$ cat src/rtl/forward_hazard_unit.sv
// EX-stage operand forwarding and load-use stall detection for a 5-stage pipeline.
// Shadows the destination info of the EX, MEM and WB stages to steer operand muxes.
module forward_hazard_unit #(
    parameter int unsigned REG_ADDR_W = 5,
    parameter int unsigned CNT_W      = 16
) (
    input  logic                  clk,
    input  logic                  rst,
    input  logic                  id_valid,
    input  logic [REG_ADDR_W-1:0] id_rs1,
    input  logic [REG_ADDR_W-1:0] id_rs2,
    input  logic                  id_use_rs1,
    input  logic                  id_use_rs2,
    input  logic [REG_ADDR_W-1:0] id_rd,
    input  logic                  id_reg_write,
    input  logic                  id_mem_read,
    input  logic                  flush,
    output logic [1:0]            fwd_a,
    output logic [1:0]            fwd_b,
    output logic                  stall,
    output logic [CNT_W-1:0]      stall_count
);

    localparam logic [CNT_W-1:0] CNT_ONE = 1;

    logic                  ex_valid, ex_use_rs1, ex_use_rs2, ex_reg_write, ex_mem_read;
    logic [REG_ADDR_W-1:0] ex_rs1, ex_rs2, ex_rd;
    logic                  mem_valid, mem_reg_write, mem_mem_read;
    logic [REG_ADDR_W-1:0] mem_rd;
    logic                  wb_valid, wb_reg_write;
    logic [REG_ADDR_W-1:0] wb_rd;

    logic mem_wr_ok, wb_wr_ok;
    logic mem_hit_a, wb_hit_a, mem_hit_b, wb_hit_b;
    logic ex_load_ok;

    always_comb begin
        mem_wr_ok  = mem_valid && mem_reg_write && (mem_rd != '0);
        wb_wr_ok   = wb_valid && wb_reg_write && (wb_rd != '0);
        mem_hit_a  = ex_valid && ex_use_rs1 && mem_wr_ok && (mem_rd == ex_rs1);
        wb_hit_a   = ex_valid && ex_use_rs1 && wb_wr_ok && (wb_rd == ex_rs1);
        mem_hit_b  = ex_valid && ex_use_rs2 && mem_wr_ok && (mem_rd == ex_rs2);
        wb_hit_b   = ex_valid && ex_use_rs2 && wb_wr_ok && (wb_rd == ex_rs2);
        ex_load_ok = ex_valid && ex_mem_read && ex_reg_write && (ex_rd != '0);
    end

    // MEM is the younger producer, so it wins over WB.
    always_comb begin
        fwd_a = 2'b00;
        fwd_b = 2'b00;
        if (mem_hit_a) begin
            fwd_a = 2'b01;
        end else if (wb_hit_a) begin
            fwd_a = 2'b10;
        end
        if (mem_hit_b) begin
            fwd_b = 2'b01;
        end else if (wb_hit_b) begin
            fwd_b = 2'b10;
        end
    end

    always_comb begin
        stall = id_valid && ex_load_ok &&
                ((id_use_rs1 && (id_rs1 == ex_rd)) || (id_use_rs2 && (id_rs2 == ex_rd)));
    end

    always_ff @(posedge clk) begin
        if (rst) begin
            ex_valid      <= 1'b0;
            ex_rs1        <= '0;
            ex_rs2        <= '0;
            ex_use_rs1    <= 1'b0;
            ex_use_rs2    <= 1'b0;
            ex_rd         <= '0;
            ex_reg_write  <= 1'b0;
            ex_mem_read   <= 1'b0;
            mem_valid     <= 1'b0;
            mem_rd        <= '0;
            mem_reg_write <= 1'b0;
            mem_mem_read  <= 1'b0;
            wb_valid      <= 1'b0;
            wb_rd         <= '0;
            wb_reg_write  <= 1'b0;
            stall_count   <= '0;
        end else begin
            wb_valid      <= mem_valid;
            wb_rd         <= mem_rd;
            wb_reg_write  <= mem_reg_write;
            mem_valid     <= ex_valid;
            mem_rd        <= ex_rd;
            mem_reg_write <= ex_reg_write;
            mem_mem_read  <= ex_mem_read;
            if (stall || flush) begin
                ex_valid     <= 1'b0;
                ex_rs1       <= '0;
                ex_rs2       <= '0;
                ex_use_rs1   <= 1'b0;
                ex_use_rs2   <= 1'b0;
                ex_rd        <= '0;
                ex_reg_write <= 1'b0;
                ex_mem_read  <= 1'b0;
            end else begin
                ex_valid     <= id_valid;
                ex_rs1       <= id_rs1;
                ex_rs2       <= id_rs2;
                ex_use_rs1   <= id_use_rs1;
                ex_use_rs2   <= id_use_rs2;
                ex_rd        <= id_rd;
                ex_reg_write <= id_reg_write;
                ex_mem_read  <= id_mem_read;
            end
            if (stall && (stall_count != '1)) begin
                stall_count <= stall_count + CNT_ONE;
            end
        end
    end

    // Load data is not ready in MEM; the load-use stall must keep this from happening.
    always_ff @(posedge clk) begin
        if (!rst) begin
            assert (!((mem_hit_a || mem_hit_b) && mem_mem_read));
        end
    end

endmodule

$ cat config.mk
export PLATFORM = sky130hd
export DESIGN_NAME = forward_hazard_unit
export DESIGN_NICKNAME = d
export VERILOG_FILES = /design/src/rtl/forward_hazard_unit.sv
export SDC_FILE = /design/constraint.sdc
export NUM_CORES = 1
export LEC_CHECK = 0
export ABC_AREA = 1
export CORE_MARGIN = 1
export CORE_UTILIZATION = 40
export CTS_CLUSTER_SIZE = 10
export DETAILED_ROUTE_END_ITERATION = 7
export PLACE_DENSITY_LB_ADDON = 0.2
export SLEW_MARGIN = 10
export SYNTH_ARGS = -nofsm -noshare
export SYNTH_HDL_FRONTEND = slang
export SYNTH_SLANG_ARGS = --single-unit
$ cat constraint.sdc
create_clock -name clk -period 1.3 [get_ports clk]
set_input_delay 0.325 -clock clk [delete_from_list [all_inputs] [get_ports clk]]
set_output_delay 0.325 -clock clk [all_outputs]
set_load 0.02 [all_outputs]
==> metrics.yaml, run 1 <==
slowest_stage: "dfxtp_4"
synth_seq_cells: 50
tightest_slew_ps: 410
drc: 0
critPathKind: "register to primary output"
routabilityCongestion: 0.861
fin_tns_setup_ps: -6600
grt_pass1_wl_mm: 11.1
power.total_mw: 2.90
drv_slew: 0
utilization: 0.664
yosysSeqAreaShare: 0.396
cpPeakStageDelay_ps: 380
synth.area.top_cells: "dfxtp_1 40%, nand2_1 14%, nor2_1 12%, inv_1 9.5%, xor2_1 4.5%"
period_needed_ps: 1820
core_area_mm2: 0.00599
required_ps: 980
synth_top_area_frac: 0.396
leakage_nw: 1.88
via_per_inst: 4.71
syn_nets: 405
drtAntennaViolNets: 0
crit_path_max_fanout: 3
worstPathArrival_ps: 1500
max-clock-path-buffers: 2
cts_buffers: 5
cts_tree: "done"
first_pass_iters: 5
hold_viol_final: 0
yosys_warnings: 0
syn2layout_area_growth_pct: 57.6
fp.dieArea_mm2: 0.00663
use_met1: 0.284
antenna_cells: 0
start_kind: "register"
maxSlewHeadroom: 0.727
status: "finished, violations left"
hp-class: "primary input to register"
overflow: 0
worstSetupEndpointType: "primary output"
route.vias.total: 2647
fmax_ghz: 0.548
clkSinkCount: 50
clk_pin_slew_ps: 100
mostFrequentLayoutCells: "79 x nand2_1, 55 x nor2_1, 53 x inv_1, 51 x buf_4, 22 x dfxtp_2"
h-tree-depth: 2
routed_wl_mm: 6.75
dp.cells: 539
setup_viol: 34
dp_hpwl_mm: 4.56
grt_util_met3: 0.0433
timing.hold.ws_ps: 295
stdcell_count: 562
rsz0062_at_grt: "yes"
clk_latency_ps: 310
synth_top_cell_by_area: "dfxtp_1"
fp.dieH_um: 81.5
synth_area_mm2: 0.00252
worst_slack_ps: -523
rows: 28
violations: "negative setup slack"
portBuffers: 43
pin_count: 44
grt_use_met2: 0.370
synthCells: 381
final_common_cell: "nand2_1"
first_iter_violations: 129
fin_worst_skew_ps: 5.61
peakVddDrop_v: 0.000462
die_w_um: 81.5
path_cells: "inv_1 > nand4_1 > nand3_2 > nor4_4 > buf_4"
yosysUniqueCellTypes: 28
grt_max_degree: 19
max_cap_violations: 0
root_buffer: "clkbuf_8"
avgSynthCellArea_um2: 6.63
nNetsFinal: 510
drive_gt1_frac: 0.425
fin_crit_sh: 1.40
top_usage_layer: "met2"
routedWlPerCell_um: 12.0
grt_pass1_vias: 2444
initial_core_util: 0.421
p_per_area_mw_per_mm2: 728
antenna_found_initial: 0
grt.total_usage: 0.219
-- worst paths after layout --
check	startpoint	endpoint	slack, ps	depth (start not counted)
setup / recovery	mem_rd[2]$_SDFF_PP0_	fwd_a[0]	-520	5
hold reg to reg	mem_reg_write$_SDFF_PP0_	wb_reg_write$_SDFF_PP0_	440	2
setup reg to reg	ex_rd[3]$_SDFF_PP0_	stall_count[15]$_SDFFE_PP0P_	-270	12
hold / removal	id_valid	ex_valid$_SDFF_PP0_	290	3
-- timing repair --
| item | CTS | global route |
|---|---|---|
| endpoints found under the setup margin | 57 | 53 |
| pin swaps | 18 | 15 |
| hold buffers | 0 | 0 |
| setup buffers | 6 | 6 |
| gates cloned | 4 | 1 |
| resized for setup | 125 | 73 |
-- metrics by stage --
stage | setup slack (ps) | area [µm²]
final | -523 | 3980
after floorplan | -84.8 | 2630
after global placement | -983 | 3480
after global routing | -646 | 3980
after detailed placement | -996 | 3480
after CTS | -498 | 3840
-- layout make-up --
cell class	instances	area [µm²]
Inverter	69	262
Fill cell	495	2010
Sequential cell	50	1080
Clock buffer	5	68.8
Tap cell	75	93.8
Timing Repair Buffer	104	926
Multi-Input combinational cell	256	1530
Clock inverter	3	21.3
-- registers in the layout, indices dropped and copies added (netlist names), 5 cells and up --
| signal | flops |
|---|---|
| ex_rd | 5 |
| ex_rs1 | 5 |
| ex_rs2 | 5 |
| mem_rd | 5 |
| stall_count | 16 |
| wb_rd | 5 |
-- power by group --
part | leakage [nW] | switching (mW) | total (mW) | internal [mW]
combinational | 1.41 | 0.185 | 0.390 | 0.205
sequential | 0.427 | 0.0293 | 1.57 | 1.54
clock | 0.0441 | 0.556 | 0.936 | 0.380
-- cell usage after synthesis --
master and number:
nand2_1 94, nor2_1 81, inv_1 64, dfxtp_1 50, nand3_1 17, nand4_1 14, xor2_1 13, nor3_1 7
inv_2 5, xnor2_1 5, a21oi_1 4, buf_2 3, o22ai_1 3, buf_4 2, buf_6 2, nor2_4 2
nor4_1 2, o21ai_0 2, or2_2 2, a21oi_2 1, buf_1 1, clkbuf_1 1, ha_1 1, nand2_4 1
nand3_4 1, nand4_4 1, o211ai_1 1, o21bai_1 1
-- critical path: cells and delay by family (launching register included) --
family	cells	cell delay, ps
buf+inv	2	270
simple gates	3	550
flops	1	380
-- kinds of logic (layout without fill, tap and decap cells) --
| group | Yosys count | count (layout) | share of synthesized area |
|---|---|---|---|
| flops | 50 | 50 | 0.396 |
| buf+inv | 78 | 181 | 0.126 |
| xor+xnor | 18 | 18 | 0.0624 |
| simple gates | 222 | 225 | 0.381 |
| compound gates | 12 | 12 | 0.0287 |
| fa+ha+maj | 1 | 1 | 0.00495 |
-- routing by layer --
metal | routed length (µm) | vias up
met5 | 0 | -
met4 | 54 | 0
met3 | 305 | 6
met2 | 3360 | 71
met1 | 3020 | 1199
li1 | - | 1371
Power figures use the tool's default switching activity.
==> inputs of run 2 (changes only) <==
GPL_ROUTABILITY_DRIVEN = 0   (was default)
SLEW_MARGIN = default   (was 10)
==> results of run 2 <==
Same layout as run 1: the final DEF is identical, and so are final timing and power.
==> inputs of run 3 (changes only) <==
CORE_MARGIN = 2   (was 1)
==> metrics.yaml, run 3 (synthesis results as in run 1) <==
cts_buffers: 5  # unchanged
first_pass_iters: 4  # -1
drive_gt1_frac: 0.442  # +0.0174
period_needed_ps: 1820  # -4.59 ps
power_switching_mw: 0.780  # +1.3%
worstPathArrival_ps: 1490  # about the same
worst_slack_ps: -519  # +4.59 ps
hp-start: "id_valid"
largest_register: "stall_count"
peakVddDrop_v: 0.000531  # +15%
hp-class: "primary input to register"
clkSinkCount: 50  # unchanged
reg2reg_slack_ps: -300  # -30 ps
leakage_nw: 1.98  # +5.6%
via_per_inst: 4.80  # +1.9%
drv_slew: 0  # unchanged
worstSetupEndpointType: "primary output"
dp_hpwl_mm: 4.57  # +0.19%
fp.dieH_um: 83.5  # +2.5%
status: "finished, violations left"
required_ps: 980  # about the same
grt_max_degree: 19  # unchanged
final_common_cell: "nand2_1"
largest_reg_flops: 16  # unchanged
initial_core_util: 0.419  # -0.00245
fp.dieArea_mm2: 0.00696  # +5.0%
route.vias.total: 2735  # +3.3%
p_clk_frac: 0.386  # +0.063
drc: 0  # unchanged
worstHoldEndpoint: "ex_valid$_SDFF_PP0_"
crit_path_max_fanout: 4  # +1
pin_count: 44  # unchanged
rsz0062_at_grt: "yes"
holdPathStages: 3  # unchanged
power.total_mw: 3.23  # +11%
internal-power_mw: 2.45  # +15%
setup_viol: 39  # +15%
mostFrequentLayoutCells: "76 x nand2_1, 53 x inv_1, 53 x buf_4, 52 x nor2_1, 24 x dfxtp_2"
start_kind: "register"
routed_wl_mm: 7.58  # +12%
critPathKind: "register to primary output"
fin_crit_sh: 1.40  # -0.00353
rows: 28  # unchanged
root_buffer: "clkbuf_8"
maxSlewHeadroom: 0.724  # -0.00263
p_sw_frac: 0.242  # -0.0240
comb_power_share: 0.124  # -0.011
r2r_cells: 12  # unchanged
antenna_found_initial: 0  # unchanged
grt_pass1_wl_mm: 11.5  # +3.7%
syn2layout_area_growth_pct: 64.5
max_cap_violations: 0  # unchanged
first_iter_violations: 100  # -22%
portBuffers: 43  # unchanged
timing.rr.start: "ex_rd[0]$_SDFF_PP0_"
clk_pin_slew_ps: 100  # about the same
h-tree-depth: 2  # unchanged
max-clock-path-buffers: 2  # unchanged
p_per_area_mw_per_mm2: 777  # +6.7%
hold_viol_final: 0  # unchanged
routedWlPerCell_um: 13.3  # +11%
placed_cell_area_mm2: 0.00350  # +0.65%
final_area_mm2: 0.00415  # +4.3%
die_w_um: 83.5  # +2.5%
drtAntennaViolNets: 0  # unchanged
violations: "negative setup slack"
clk_latency_ps: 310  # about the same
nNetsFinal: 518  # +1.6%
grt_pass1_vias: 2535  # +3.7%
p_seq_frac: 0.490  # -0.053
grt.total_usage: 0.200  # -0.0186
antenna_cells: 0  # unchanged
cts_tree: "done"
fmax_ghz: 0.550  # +0.25%
overflow: 0  # unchanged
fin_worst_skew_ps: 7.51  # +1.90 ps
core_area_mm2: 0.00603  # +0.58%
rr_endpoint: "stall_count[3]$_SDFFE_PP0P_"
tightest_slew_ps: 414  # +3.94 ps
==> run 3: routing by layer <==
layer | routed length [µm] | up-vias | GRT usage
met5 | 0 | - | 0
li1 | - | 1392 | -
met3 | 412 | 12 | 0.0485
met2 | 3730 | 82 | 0.326
met1 | 3320 | 1249 | 0.265
met4 | 119 | 0 | 0.0601
==> run 3: what timing repair did <==
| item | in CTS | in global routing |
|---|---|---|
| setup buffers | 8 | 11 |
| pin swaps | 18 | 30 |
| resized for setup | 129 | 92 |
| setup endpoints to repair | 57 | 51 |
| cloned | 4 | 1 |
| hold buffers | 0 | 0 |
==> run 3: worst max-delay path by stage <==
stage | from | end | slack [ps] | depth (start not counted)
after floorplan | ex_rs1[4]$_SDFF_PP0_ | fwd_a[0] | -80 | 4
after global placement | id_rs2[0] | stall | -980 | 10
after detailed placement | id_rs2[4] | stall | -990 | 10
after CTS | mem_rd[0]$_SDFF_PP0_ | fwd_a[0] | -500 | 5
after global routing | ex_rs1[4]$_SDFF_PP0_ | fwd_a[1] | -630 | 6
final | mem_rd[1]$_SDFF_PP0_ | fwd_b[0] | -520 | 5
==> run 3: critical path, cell delays in order, from the launching register on <==
cell	delay (ps)
dfxtp_2	360
inv_2	50
nand2_1	50
nand4_1	160
nor4_4	360
buf_4	200
==> run 3: power by group through the flow <==
| stage | sequential (mW) | combinational (mW) | clock, mW |
|---|---|---|---|
| finish | 1.58 | 0.401 | 1.25 |
| global route | 1.59 | 0.438 | 1.33 |
| CTS | 1.58 | 0.338 | 1.27 |
| detailed placement | 1.61 | 0.300 | 0 |
| global placement | 1.61 | 0.297 | 0 |
| floorplan | 1.60 | 0.137 | 0 |
==> run 3: per-stage QoR <==
stage,setup TNS [ps],cells,hold WS (ps),util,worst slack [ps]
2_1_floorplan,-205,381,403,-,-84.8
4_1_cts,-6690,562,377,0.648,-504
3_5_place_dp,-24830,542,415,0.581,-991
6_report,-6140,570,342,0.689,-519
5_1_grt,-10070,570,340,0.689,-627
3_3_place_gp,-24140,542,414,0.581,-984
==> run 3: final cells by class <==
| type | count | area [µm²] |
|---|---|---|
| fillers | 471 | 1870 |
| well taps | 75 | 93.8 |
| clock buffers | 6 | 93.8 |
| multi-input cells | 256 | 1570 |
| flip-flops and latches | 50 | 1070 |
| inverters | 69 | 267 |
| repair buffers | 112 | 1020 |
| clock inverters | 2 | 38.8 |
